===== src/rtl/throw_turn_ctl.sv =====
// throw_turn_ctl
//
// Turn scheduler for the cat-vs-dog throwing game. Owns the shared throw
// button, alternates turns between the dog and cat throw controllers,
// charges throw force from button hold time, draws a pseudo-random wind
// value per turn, tracks hit points and declares the winner.
//
// Ports
//   clk, rst          system clock, synchronous active-high reset
//   btn_throw         synchronised/debounced throw button (level)
//   throw_done_dog/cat  flight-finished level from each throw controller
//   hit_by_dog/cat    1-cycle hit pulses (dog hit cat / cat hit dog)
//   enable_dog/cat    throw request to each throw controller
//   throw_force       force of the active throw (0..1023)
//   wind_force        wind for this turn, 0..100, 50 = calm
//   hp_dog, hp_cat    remaining hit points
//   turn              0 = dog, 1 = cat
//   charging          high while the button is charging the throw
//   game_over         high once a player has no hit points left
//   winner            0 = dog, 1 = cat; valid while game_over is high
module throw_turn_ctl #(
    parameter int unsigned TICK_CYCLES    = 1300000,
    parameter int unsigned FORCE_STEP     = 16,
    parameter int unsigned HP_INIT        = 3,
    parameter int unsigned FLIGHT_TIMEOUT = 250,
    parameter logic [7:0]  LFSR_SEED      = 8'hA5
) (
    input  logic       clk,
    input  logic       rst,
    input  logic       btn_throw,
    input  logic       throw_done_dog,
    input  logic       throw_done_cat,
    input  logic       hit_by_dog,
    input  logic       hit_by_cat,
    output logic       enable_dog,
    output logic       enable_cat,
    output logic [9:0] throw_force,
    output logic [6:0] wind_force,
    output logic [3:0] hp_dog,
    output logic [3:0] hp_cat,
    output logic       turn,
    output logic       charging,
    output logic       game_over,
    output logic       winner
);

    localparam int TICK_W = (TICK_CYCLES > 1) ? $clog2(TICK_CYCLES) : 1;
    localparam int FLT_W  = $clog2(FLIGHT_TIMEOUT + 1);
    localparam logic [3:0] HP_START = 4'(HP_INIT);

    typedef enum logic [2:0] {
        ST_AIM,
        ST_CHARGE,
        ST_FLIGHT,
        ST_RELEASE,
        ST_SCORE,
        ST_OVER
    } state_t;

    state_t             state;
    state_t             state_next;
    logic [TICK_W-1:0]  tick_cnt;
    logic               tick;
    logic [7:0]         lfsr;
    logic               lfsr_fb;
    logic [6:0]         wind_cand;
    logic [FLT_W-1:0]   flight_cnt;
    logic               flight_timeout;
    logic               hit_taken;
    logic               restart_armed;
    logic               active_done;
    logic               active_hit;
    logic [3:0]         opp_hp;

    // Add one force step, clamping at the 10-bit maximum.
    function automatic logic [9:0] force_sat_add(input logic [9:0] f);
        logic [10:0] sum;
        sum = {1'b0, f} + 11'(FORCE_STEP);
        return sum[10] ? 10'd1023 : sum[9:0];
    endfunction

    // Decrement hit points without wrapping below zero.
    function automatic logic [3:0] hp_sat_dec(input logic [3:0] hp);
        return (hp == 4'd0) ? 4'd0 : hp - 4'd1;
    endfunction

    // Fold LFSR candidates above 100 back into range; 101..127 -> 37..63.
    function automatic logic [6:0] wind_map(input logic [6:0] c);
        return (c > 7'd100) ? c - 7'd64 : c;
    endfunction

    assign tick        = (tick_cnt == TICK_W'(TICK_CYCLES - 1));
    assign lfsr_fb     = lfsr[7] ^ lfsr[5] ^ lfsr[4] ^ lfsr[3];
    assign wind_cand   = wind_map(lfsr[6:0]);

    // Only the player whose turn it is can finish a flight or score a hit.
    assign active_done = turn ? throw_done_cat : throw_done_dog;
    assign active_hit  = turn ? hit_by_cat : hit_by_dog;
    assign opp_hp      = turn ? hp_dog : hp_cat;

    // Timeout fires on the tick that would bring the count to FLIGHT_TIMEOUT.
    assign flight_timeout = tick && (flight_cnt == FLT_W'(FLIGHT_TIMEOUT - 1));

    always_comb begin
        state_next = state;
        case (state)
            ST_AIM:     if (btn_throw) state_next = ST_CHARGE;
            ST_CHARGE:  if (!btn_throw) state_next = ST_FLIGHT;
            ST_FLIGHT:  if (active_done || flight_timeout) state_next = ST_RELEASE;
            ST_RELEASE: if (!active_done) state_next = ST_SCORE;
            ST_SCORE:   state_next = (opp_hp == 4'd0) ? ST_OVER : ST_AIM;
            ST_OVER:    if (restart_armed && !btn_throw) state_next = ST_AIM;
            default:    state_next = ST_AIM;
        endcase
    end

    // Enables are gated by rst so they drop in the reset cycle itself.
    assign enable_dog = (state == ST_FLIGHT) && !turn && !rst;
    assign enable_cat = (state == ST_FLIGHT) &&  turn && !rst;
    assign charging   = (state == ST_CHARGE);
    assign game_over  = (state == ST_OVER);

    always_ff @(posedge clk) begin
        if (rst) begin
            state         <= ST_AIM;
            tick_cnt      <= '0;
            lfsr          <= LFSR_SEED;
            throw_force   <= 10'd0;
            wind_force    <= 7'd50;
            hp_dog        <= HP_START;
            hp_cat        <= HP_START;
            turn          <= 1'b0;
            winner        <= 1'b0;
            flight_cnt    <= '0;
            hit_taken     <= 1'b0;
            restart_armed <= 1'b0;
        end else begin
            state    <= state_next;
            tick_cnt <= tick ? '0 : tick_cnt + 1'b1;
            lfsr     <= {lfsr[6:0], lfsr_fb};

            case (state)
                ST_AIM: throw_force <= 10'd0;
                ST_CHARGE: begin
                    if (tick) throw_force <= force_sat_add(throw_force);
                    // Fresh flight: restart tick count and hit acceptance.
                    if (!btn_throw) begin
                        flight_cnt <= '0;
                        hit_taken  <= 1'b0;
                    end
                end
                ST_FLIGHT: begin
                    if (tick) flight_cnt <= flight_cnt + 1'b1;
                    if (active_hit && !hit_taken) begin
                        hit_taken <= 1'b1;
                        if (turn) hp_dog <= hp_sat_dec(hp_dog);
                        else      hp_cat <= hp_sat_dec(hp_cat);
                    end
                end
                ST_SCORE: begin
                    if (opp_hp == 4'd0) begin
                        winner <= turn;
                    end else begin
                        turn       <= ~turn;
                        wind_force <= wind_cand;
                    end
                end
                ST_OVER: begin
                    // Restart needs a complete press followed by release.
                    if (btn_throw) begin
                        restart_armed <= 1'b1;
                    end else if (restart_armed) begin
                        restart_armed <= 1'b0;
                        hp_dog        <= HP_START;
                        hp_cat        <= HP_START;
                        turn          <= 1'b0;
                        wind_force    <= wind_cand;
                    end
                end
                default: ;
            endcase
        end
    end

endmodule


===== config.mk =====
export PLATFORM = sky130hd
export DESIGN_NAME = throw_turn_ctl
export DESIGN_NICKNAME = d
export VERILOG_FILES = /design/src/rtl/throw_turn_ctl.sv
export SDC_FILE = /design/constraint.sdc
export NUM_CORES = 1
export LEC_CHECK = 0
export CAP_MARGIN = 20
export CORE_ASPECT_RATIO = 0.9
export CORE_MARGIN = 2
export CORE_UTILIZATION = 55
export DETAILED_ROUTE_END_ITERATION = 6
export GPL_TIMING_DRIVEN = 0
export PLACE_DENSITY = 0.82
export SLEW_MARGIN = 5
export SYNTH_ARGS = -nofsm -noshare
export SYNTH_HDL_FRONTEND = slang
export SYNTH_SLANG_ARGS = --single-unit

===== constraint.sdc =====
create_clock -name clk -period 7 [get_ports clk]
set_input_delay 1.05 -clock clk [delete_from_list [all_inputs] [get_ports clk]]
set_output_delay 1.05 -clock clk [all_outputs]
set_load 0.1 [all_outputs]

==> results of run 1 <==
[flip-flops by register name, indices dropped and copies added, names as in the netlist]
register       flops
restart_armed      1
throw_force        7
flight_cnt         8
hit_taken          1
winner             1
state              3
hp_cat             4
hp_dog             4
turn               1
wind_force         7
lfsr               8
tick_cnt          21
[cell usage in the layout (no fill, tap or decap), drive strengths merged, types with 3 or more instances in the layout]
| cell type | count |
|---|---|
| a211oi | 3 |
| a21oi | 17 |
| xnor2 | 13 |
| or4 | 3 |
| xor2 | 15 |
| inv | 14 |
| or2 | 6 |
| and3 | 3 |
| nor3 | 18 |
| nor2b | 4 |
| a31oi | 3 |
| nand3 | 16 |
| ha | 4 |
| mux2i | 6 |
| nand4 | 13 |
| nand2 | 26 |
| nand2b | 5 |
| o21ai | 8 |
| nor3b | 3 |
| dfxtp | 66 |
| buf | 5 |
| clkinv | 3 |
| or3 | 4 |
| nor4 | 9 |
| nor2 | 65 |
| clkdlybuf4s50 | 36 |
| clkbuf | 24 |
| o211ai | 3 |
[power groups by stage]
stage          Clock, mW  Sequential [mW]  Combinational [mW]
3_3_place_gp           0            0.398              0.0664
2_1_floorplan          0            0.403              0.0444
6_report           0.311            0.390              0.0679
5_1_grt            0.332            0.391              0.0739
4_1_cts            0.318            0.390              0.0675
3_5_place_dp           0            0.399              0.0671
[cell usage after synthesis (4+ instances only)]
cell	n	area share
a21oi_1	17	0.028
clkbuf_1	14	0.017
dfxtp_1	66	0.44
ha_1	4	0.017
inv_1	13	0.016
mux2i_1	6	0.020
nand2_1	26	0.032
nand2b_1	5	0.010
nand3_1	16	0.026
nand4_1	13	0.027
nor2_1	65	0.080
nor2b_1	4	0.0082
nor3_1	18	0.030
nor4_1	9	0.019
o21ai_0	8	0.013
or2_2	5	0.010
or3_1	4	0.0082
xnor2_1	13	0.038
xor2_1	15	0.043
[worst max-delay path: cells and delay by family]
kind          cells  cell delay, ns
simple gates      1            0.25
buf+inv           3            1.66
[cell families (layout without fill, tap and decap cells)]
group	count (synthesis)	count (layout)	share of synthesized area
and+or+nand+nor	182	182	0.296
DFF	66	66	0.436
AOI/OAI and AO/OA	48	48	0.101
buffers and inverters	33	85	0.0458
xor gates and xnor gates	28	28	0.0809
muxes	7	7	0.0235
adders and majority gates	4	4	0.0165
[area by class of cell]
type / instances / area [sq um] / area share
Multi-Input combinational cell: 269 / 1570 / 0.429
Sequential cell: 66 / 1320 / 0.360
Timing Repair Buffer: 36 / 360 / 0.0982
Clock buffer: 9 / 124 / 0.0338
Buffer: 20 / 90.1 / 0.0245
Tap cell: 67 / 83.8 / 0.0228
Clock inverter: 7 / 68.8 / 0.0188
Inverter: 13 / 48.8 / 0.0133
[metal layers]
metal	vias to the layer above	part of all wire
met5	-	0
li1	1375	-
met2	76	0.49
met4	0	0.018
met3	11	0.052
met1	1254	0.44
[metrics by stage]
step | instance area [sq um] | std cells | setup slack (ns) | utilization
finish | 3670 | 487 | 2.98 | 0.694
global route | 3670 | 487 | 2.89 | 0.694
CTS | 3670 | 487 | 2.98 | 0.694
detailed placement | 3480 | 471 | 2.99 | 0.658
global placement | 3480 | 471 | 2.98 | 0.658
floorplan | 3030 | 368 | 2.31 | -
[worst max-delay path by stage]
stage,slack (ns),start,cells after the start,end
floorplan,2.31,rst,3,enable_cat
global placement,2.98,rst,4,enable_cat
detailed placement,2.99,rst,4,enable_dog
CTS,2.98,rst,4,enable_cat
global route,2.89,rst,4,enable_cat
finish,2.98,rst,4,enable_cat
==> flow_summary_export.csv, run 1 <==
group,metric,value,unit
logic_synthesis,syn_nets,379,
floorplan,io_pins,38,
detailed_routing,drc,0,
timing,hold_viol_final,0,
placement,place_hpwl,4660,um
timing,clock.fmax,0.249,GHz
timing,skew,0.00807,ns
detailed_routing,drt_iter0_markers,184,
job,drv_cap,0,
timing,drv_slew,0,
pwr,intPower,0.568,mW
detailed_routing,first_pass_iters,5,
final_layout,fillers,433,
pwr,p_seq_frac,0.508,
global_routing,gr-usage-met3,0.0716,
final_layout,diodes,0,
final_layout,drive_gt1_frac,0.0762,
timing,hold_slack,0.454,ns
global_routing,top_usage_layer,"met2",
worst_setup_path,worstPathArrival,2.97,ns
hold_path,holdPathEnd,"lfsr[7]",
timing,period_needed,4.02,ns
pwr,combPwrFrac,0.088,
floorplan,core_region_area,0.00529,sq mm
placement,globalplace.congestion,0.913,
worst_setup_path,critical-path-max-stage-delay,1.16,ns
clock_tree,hold_buffers,0,
logic_synthesis,synth_area,0.00303,sq mm
worst_setup_path,r2r_slack,4.43,ns
timing,tns,0,ns
clock_tree,clkLatencyLatePin,0.35,ns
pwr,p_switching,0.201,mW
clock_tree,cts_resized,0,
global_routing,met1_usage,0.244,
logic_synthesis,yosys_warnings,0,
pwr,power.leakage,1.31,nW
timing,rsz0062_at_grt,"no",
global_routing,overflow,0,
hold_path,min-delay-start,"lfsr[6]",
worst_setup_path,crit_chain,"clkbuf_1, clkbuf_1, nor3b_1, clkdlybuf4s50_1",
worst_setup_path,cpMostUsedCell,"clkbuf_1",
detailed_routing,routed_via_density,5.58,
timing,maxSlewHeadroom,0.343,
worst_setup_path,cp_data_required_time,5.95,ns
worst_setup_path,cp-end-kind,"primary output",
hold_path,min_path_type,"register to register",
placement,portBuffers,36,
detailed_routing,wl_per_cell,13.3,um
logic_synthesis,async_flop_share,0,
clock_tree,post_cts_buffers,0,
worst_setup_path,startpoint_type,"input pin",
final_layout,syn_to_final_growth,21.0,%
logic_synthesis,avgSynthCellArea,8.24,sq um
logic_synthesis,yosysUniqueCellTypes,47,
floorplan,start_util,0.574,
worst_setup_path,rr_worst_depth,8,
pwr,fin_total_pwr,0.769,mW
final_layout,layout.nets,426,
worst_setup_path,crit_type,"input pin to primary output",
global_routing,grt_max_degree,13,
detailed_routing,vias,2716,
global_routing,grt_first_pass_wirelength,10600,um
logic_synthesis,synth-seq-cells,66,
timing,finalSetupViolCount,0,
pwr,peakVddDrop,0.000156,V
status,outcome,"complete, no violations",
global_routing,antenna_found_initial,0,
global_routing,grt_pass1_vias,2514,
floorplan,die_h,74.5,um
timing,worstMarginPinSlew,0.983,ns
clock_tree,htreeDepth,3,
global_routing,met2_usage,0.403,
detailed_routing,wl,6490,um
detailed_routing,ant_nets,0,
clock_tree,tritoncts,"built",
clock_tree,cts.sinks,66,
pwr,power-per-cell-area,210,mW/mm^2
logic_synthesis,synth_edf_count,0,
logic_synthesis,synth_cells,368,
worst_setup_path,reg2reg_from,"tick_cnt[0]",
worst_setup_path,r2r_end,"flight_cnt[7]",
floorplan,die_x,82.3,um
worst_setup_path,crit_slowest_cell,"clkdlybuf4s50_1",
timing,finalCritPeriodShare,0.574,
clock_tree,clockRootBuffer,"clkbuf_8",
logic_synthesis,seq_area_frac_synth,0.436,
global_routing,grt_usage,0.225,
floorplan,rows,25,
floorplan,die-area,0.00613,sq mm
pwr,netSwitchingFraction,0.261,
clock_tree,numCtsBuffers,9,
pwr,p_clk_frac,0.404,
hold_path,hold_depth,1,
worst_setup_path,crit_fanout,10,
clock_tree,clk_pin_slew_worst_paths,0.08,ns
logic_synthesis,ys.flop_type,"dfxtp_1",
clock_tree,clk_path_buf_depth,2,
Note: power is estimated with default switching activity, not from simulation.
==> run 2, diff against run 1 <==
==> constraint.sdc (replaced) <==
create_clock -name clk -period 4 [get_ports clk]
set_input_delay 0.6 -clock clk [delete_from_list [all_inputs] [get_ports clk]]
set_output_delay 0.6 -clock clk [all_outputs]
set_load 0.1 [all_outputs]
==> run 2 against run 1 <==
  * Sequential share of layout area decreased by 0.061 points
  * Utilization increased by 0.12 points
  * Clock skew increased by 0.0020 ns
  * Register-to-register slack got worse by 3.0 ns
  * First-iteration DRC count increased by 21%
  * Critical endpoint is now enable_dog
  * Largest cell class unchanged
==> flow_summary_export.csv, run 2 (same netlist as run 1, synthesis figures left out) <==
group,metric,value,unit
clock_tree,tritoncts,"built",
worst_setup_path,cp_data_required_time,3.40,ns
timing,fin_ws,0.695,ns
timing,tns,0,ns
hold_path,min_path_type,"register to register",
worst_setup_path,cpLargestDelayFamily,"buffers and inverters",
worst_setup_path,crit_fanout,8,
timing,finalSetupViolCount,0,
pwr,peakVddDrop,0.000347,V
global_routing,grt_first_pass_wirelength,10500,um
pwr,power-per-cell-area,368,mW/mm^2
worst_setup_path,crit_type,"register to primary output",
detailed_routing,vias,2704,
final_layout,multi_input_area,0.00158,sq mm
timing,skew,0.0101,ns
timing,period_needed,3.30,ns
detailed_routing,first_pass_iters,4,
clock_tree,htreeDepth,3,
timing,worstMarginPinSlew,0.972,ns
final_layout,top_regs,"tick_cnt x21, flight_cnt x8, lfsr x8",
timing,maxSlewHeadroom,0.350,
job,drv_cap,0,
timing,clock.fmax,0.303,GHz
floorplan,die-area,0.00613,sq mm
hold_path,min-delay-start,"lfsr[6]",
detailed_routing,highest-signal-layer,"met4",
final_layout,diodes,0,
placement,place_hpwl,4630,um
worst_setup_path,critical-path-max-stage-delay,1.16,ns
pwr,power.leakage,1.31,nW
detailed_routing,wl_met2,3120,um
detailed_routing,ant_nets,0,
clock_tree,hold_buffers,0,
detailed_routing,wl_met1,2910,um
worst_setup_path,cp-end-kind,"primary output",
placement,place_ws,0.887,ns
worst_setup_path,crit_chain,"or3b_2, clkbuf_2, nor3_1, clkdlybuf4s50_1",
timing,hold_viol_final,0,
final_layout,layout.nets,426,
detailed_routing,wl_per_cell,13.2,um
worst_setup_path,path_buf_inv,2,
clock_tree,numCtsBuffers,9,
detailed_routing,wl_met3,331,um
worst_setup_path,reg2reg_from,"tick_cnt[11]",
pwr,netSwitchingFraction,0.264,
clock_tree,clk_path_buf_depth,2,
floorplan,rows,25,
detailed_routing,drc,0,
clock_tree,clockRootBuffer,"clkbuf_8",
clock_tree,clk_pin_slew_worst_paths,0.07,ns
pwr,intPower,0.995,mW
worst_setup_path,startpoint_type,"register",
final_layout,final_common_cell,"dfxtp_1",
placement,globalplace.congestion,0.910,
final_layout,syn_to_final_growth,21.2,%
detailed_routing,wl,6430,um
pwr,combPwrFrac,0.088,
final_layout,largest_register_ffs,21,
pwr,p_switching,0.357,mW
clock_tree,cts.sinks,66,
final_layout,fillers,442,
worst_setup_path,crit_slowest_cell,"clkdlybuf4s50_1",
global_routing,grt_pass1_vias,2449,
timing,drv_slew,0,
floorplan,core_region_area,0.00529,sq mm
timing,rsz0062_at_grt,"no",
worst_setup_path,worstPathArrival,2.70,ns
detailed_routing,routed_via_density,5.55,
floorplan,die_x,82.3,um
clock_tree,post_cts_buffers,0,
global_routing,grt_max_degree,13,
worst_setup_path,crit_start,"state[2]",
global_routing,overflow,0,
final_layout,layout_common_cells,"dfxtp_1, nor2_1, clkdlybuf4s50_1",
placement,portBuffers,36,
final_layout,drive_gt1_frac,0.0786,
clock_tree,cts_resized,0,
pwr,p_clk_frac,0.407,
final_layout,final_util,0.695,
timing,finalCritPeriodShare,0.826,
final_layout,largest-register,"tick_cnt",
detailed_routing,drt_iter0_markers,223,
floorplan,die_h,74.5,um
floorplan,io_pins,38,
clock_tree,clkLatencyLatePin,0.35,ns
global_routing,grt_usage,0.225,
final_layout,layout.area.seq,0.00132,sq mm
status,outcome,"complete, no violations",
floorplan,start_util,0.574,
global_routing,antenna_found_initial,0,
pwr,p_seq_frac,0.505,
run 2: cell count changes in the layout (fill, tap and decap cells not counted), sizes merged:
| cell | previous run | this run |
|---|---|---|
| clkinv | 3 | 5 |
| inv | 14 | 13 |
| clkinvlp | 2 | 1 |
run 2: worst paths after layout:
kind / end / slack (ns) / cells after the start
worst max-delay path: enable_dog / 0.70 / 4
worst max register to register: flight_cnt[7] / 1.41 / 7
worst min-delay path: lfsr[7] / 0.44 / 1
worst min register to register: lfsr[7] / 0.44 / 1
run 2: area by class of cell:
class,instances,area share
Sequential cell,66,0.359
Inverter,13,0.0133
Buffer,20,0.0245
Multi-Input combinational cell,269,0.429
Timing Repair Buffer,36,0.0980
Tap cell,67,0.0228
Clock buffer,9,0.0337
Clock inverter,7,0.0191
run 2: power by group through the flow:
stage / sequential, mW / clock [mW] / combinational [mW]
after floorplan: 0.706 / 0 / 0.0779
after global placement: 0.697 / 0 / 0.116
after detailed placement: 0.698 / 0 / 0.118
after CTS: 0.683 / 0.560 / 0.118
after global routing: 0.685 / 0.587 / 0.129
final: 0.683 / 0.550 / 0.119
run 2: routing by layer:
| metal | track usage | vias up |
|---|---|---|
| met2 | 0.392 | 77 |
| li1 | - | 1383 |
| met3 | 0.0692 | 6 |
| met5 | 0 | - |
| met4 | 0.0833 | 0 |
| met1 | 0.260 | 1238 |
run 2: metrics by stage:
step | std cells | total power [mW] | area, sq um | hold WS [ns]
final | 487 | 1.35 | 3680 | 0.438
after global routing | 487 | 1.40 | 3680 | 0.470
after CTS | 487 | 1.36 | 3680 | 0.435
after detailed placement | 471 | 0.816 | 3480 | 0.421
after global placement | 471 | 0.814 | 3480 | 0.415
after floorplan | 368 | 0.784 | 3040 | 0.410
==> run 3, diff against run 2 <==
==> constraint.sdc (replaced) <==
create_clock -name clk -period 3.23 [get_ports clk]
set_input_delay 0.4845 -clock clk [delete_from_list [all_inputs] [get_ports clk]]
set_output_delay 0.4845 -clock clk [all_outputs]
set_load 0.1 [all_outputs]
==> run 3 against run 2 <==
  * Die area unchanged
  * Sequential share of layout area decreased by 0.38 points
  * Global-route usage increased by 1.1 points
==> flow_summary_export.csv, run 3 (same netlist as run 1, synthesis figures left out) <==
group,metric,value,unit
timing,rsz0062_at_grt,"no",
worst_setup_path,crit_chain,"clkbuf_1, nor3_2, clkdlybuf4s50_1",
final_layout,layout.nets,426,
floorplan,die_h,74.5,um
global_routing,grt_max_degree,13,
hold_path,min_path_type,"register to register",
timing,maxSlewHeadroom,0.349,
timing,tns,0,ns
detailed_routing,drc,0,
clock_tree,clk_path_buf_depth,2,
detailed_routing,vias,2700,
final_layout,largest-register,"tick_cnt",
final_layout,final_util,0.703,
global_routing,grt_first_pass_wirelength,11000,um
worst_setup_path,crit_fanout,10,
floorplan,rows,25,
worst_setup_path,worstPathArrival,2.40,ns
placement,portBuffers,36,
detailed_routing,routed_via_density,5.54,
global_routing,met2_usage,0.427,
global_routing,overflow,0,
floorplan,die-area,0.00613,sq mm
detailed_routing,ant_nets,0,
global_routing,antenna_found_initial,0,
job,drv_cap,0,
timing,finalCritPeriodShare,0.893,
timing,clock.fmax,0.347,GHz
final_layout,top_regs,"tick_cnt x21, flight_cnt x8, lfsr x8",
worst_setup_path,cpLargestDelayFamily,"buffers and inverters",
clock_tree,htreeDepth,3,
detailed_routing,drt_iter0_markers,172,
clock_tree,cts.sinks,66,
worst_setup_path,crit_type,"register to primary output",
global_routing,gr-usage-met3,0.0619,
timing,drv_slew,0,
worst_setup_path,cp-end-kind,"primary output",
placement,place_hpwl,4850,um
clock_tree,hold_buffers,0,
final_layout,fillers,442,
detailed_routing,wl_per_cell,13.5,um
timing,hold_viol_final,0,
clock_tree,clockRootBuffer,"clkbuf_8",
final_layout,drive_gt1_frac,0.0833,
pwr,power-per-cell-area,472,mW/mm^2
pwr,power.leakage,1.36,nW
timing,period_needed,2.88,ns
clock_tree,clkLatencyLatePin,0.35,ns
final_layout,largest_register_ffs,21,
floorplan,io_pins,38,
worst_setup_path,cp_data_required_time,2.75,ns
worst_setup_path,startpoint_type,"register",
timing,finalSetupViolCount,0,
detailed_routing,wl,6590,um
worst_setup_path,crit_slowest_cell,"clkdlybuf4s50_1",
final_layout,layout_common_cells,"dfxtp_1, nor2_1, clkdlybuf4s50_1",
clock_tree,tritoncts,"built",
worst_setup_path,critical-path-max-stage-delay,1.17,ns
detailed_routing,first_pass_iters,4,
timing,worstMarginPinSlew,0.974,ns
global_routing,grt_pass1_vias,2554,
global_routing,grt_usage,0.236,
global_routing,top_usage_layer,"met2",
pwr,peakVddDrop,0.000378,V
floorplan,die_x,82.3,um
floorplan,core_region_area,0.00529,sq mm
worst_setup_path,path_buf_inv,2,
timing,skew,0.0120,ns
final_layout,syn_to_final_growth,22.5,%
floorplan,start_util,0.574,
pwr,fin_total_pwr,1.76,mW
final_layout,final_common_cell,"dfxtp_1",
final_layout,diodes,0,
clock_tree,clk_pin_slew_worst_paths,0.07,ns
global_routing,met1_usage,0.257,
placement,globalplace.congestion,0.816,
clock_tree,numCtsBuffers,9,
status,outcome,"complete, no violations",
-- run 3: cell count changes in the layout (fill, tap and decap cells not counted), sizes merged --
| cell | before | now |
|---|---|---|
| dlymetal6s2s | 0 | 2 |
| clkdlybuf4s50 | 36 | 34 |
| clkinvlp | 1 | 2 |
| bufinv | 1 | 2 |
| clkinv | 5 | 3 |
-- run 3: final timing paths --
path,to,depth (start not counted),slack [ns],from
max,charging,3,0.35,state[2]
min,lfsr[7],1,0.46,lfsr[6]
max reg2reg,flight_cnt[7],7,0.67,tick_cnt[6]
min reg2reg,lfsr[7],1,0.46,lfsr[6]
-- run 3: layout make-up --
class                      instances  area (sq um)  area share
inverter                          13          48.8      0.0131
clock inverter                     7          93.8      0.0253
buffer                            20          90.1      0.0243
multi-input combinational        269          1590       0.427
clock buffer                       9           124      0.0333
sequential                        66          1320       0.356
tap                               67          83.8      0.0226
timing repair buffer              36           365      0.0983
-- run 3: report_power, final --
group / internal [mW] / leakage [nW] / switching [mW] / total, mW
clock network: 0.432 / 0.105 / 0.326 / 0.758
registers: 0.832 / 0.536 / 0.0155 / 0.847
logic: 0.0466 / 0.719 / 0.103 / 0.150
-- run 3: per-stage QoR --
stage / instances / hold slack, ns / setup slack, ns / instance area [sq um]
finish: 487 / 0.462 / 0.345 / 3710
global route: 487 / 0.474 / 0.255 / 3710
CTS: 487 / 0.460 / 0.0104 / 3710
detailed placement: 471 / 0.447 / 0.305 / 3490
global placement: 471 / 0.429 / 0.342 / 3490
floorplan: 368 / 0.410 / 0.208 / 3050
-- run 3: layer usage --
metal  wire, um  part of all wire
met5          0                 0
met4        101             0.015
met3        262             0.040
met2       3330              0.51
met1       2890              0.44
-- run 3: repair_timing --
action | CTS | global route
setup buffers | 0 | 0
resized for setup | 0 | 2
endpoints found under the hold margin | 0 | 0
endpoints found under the setup margin | 0 | 2
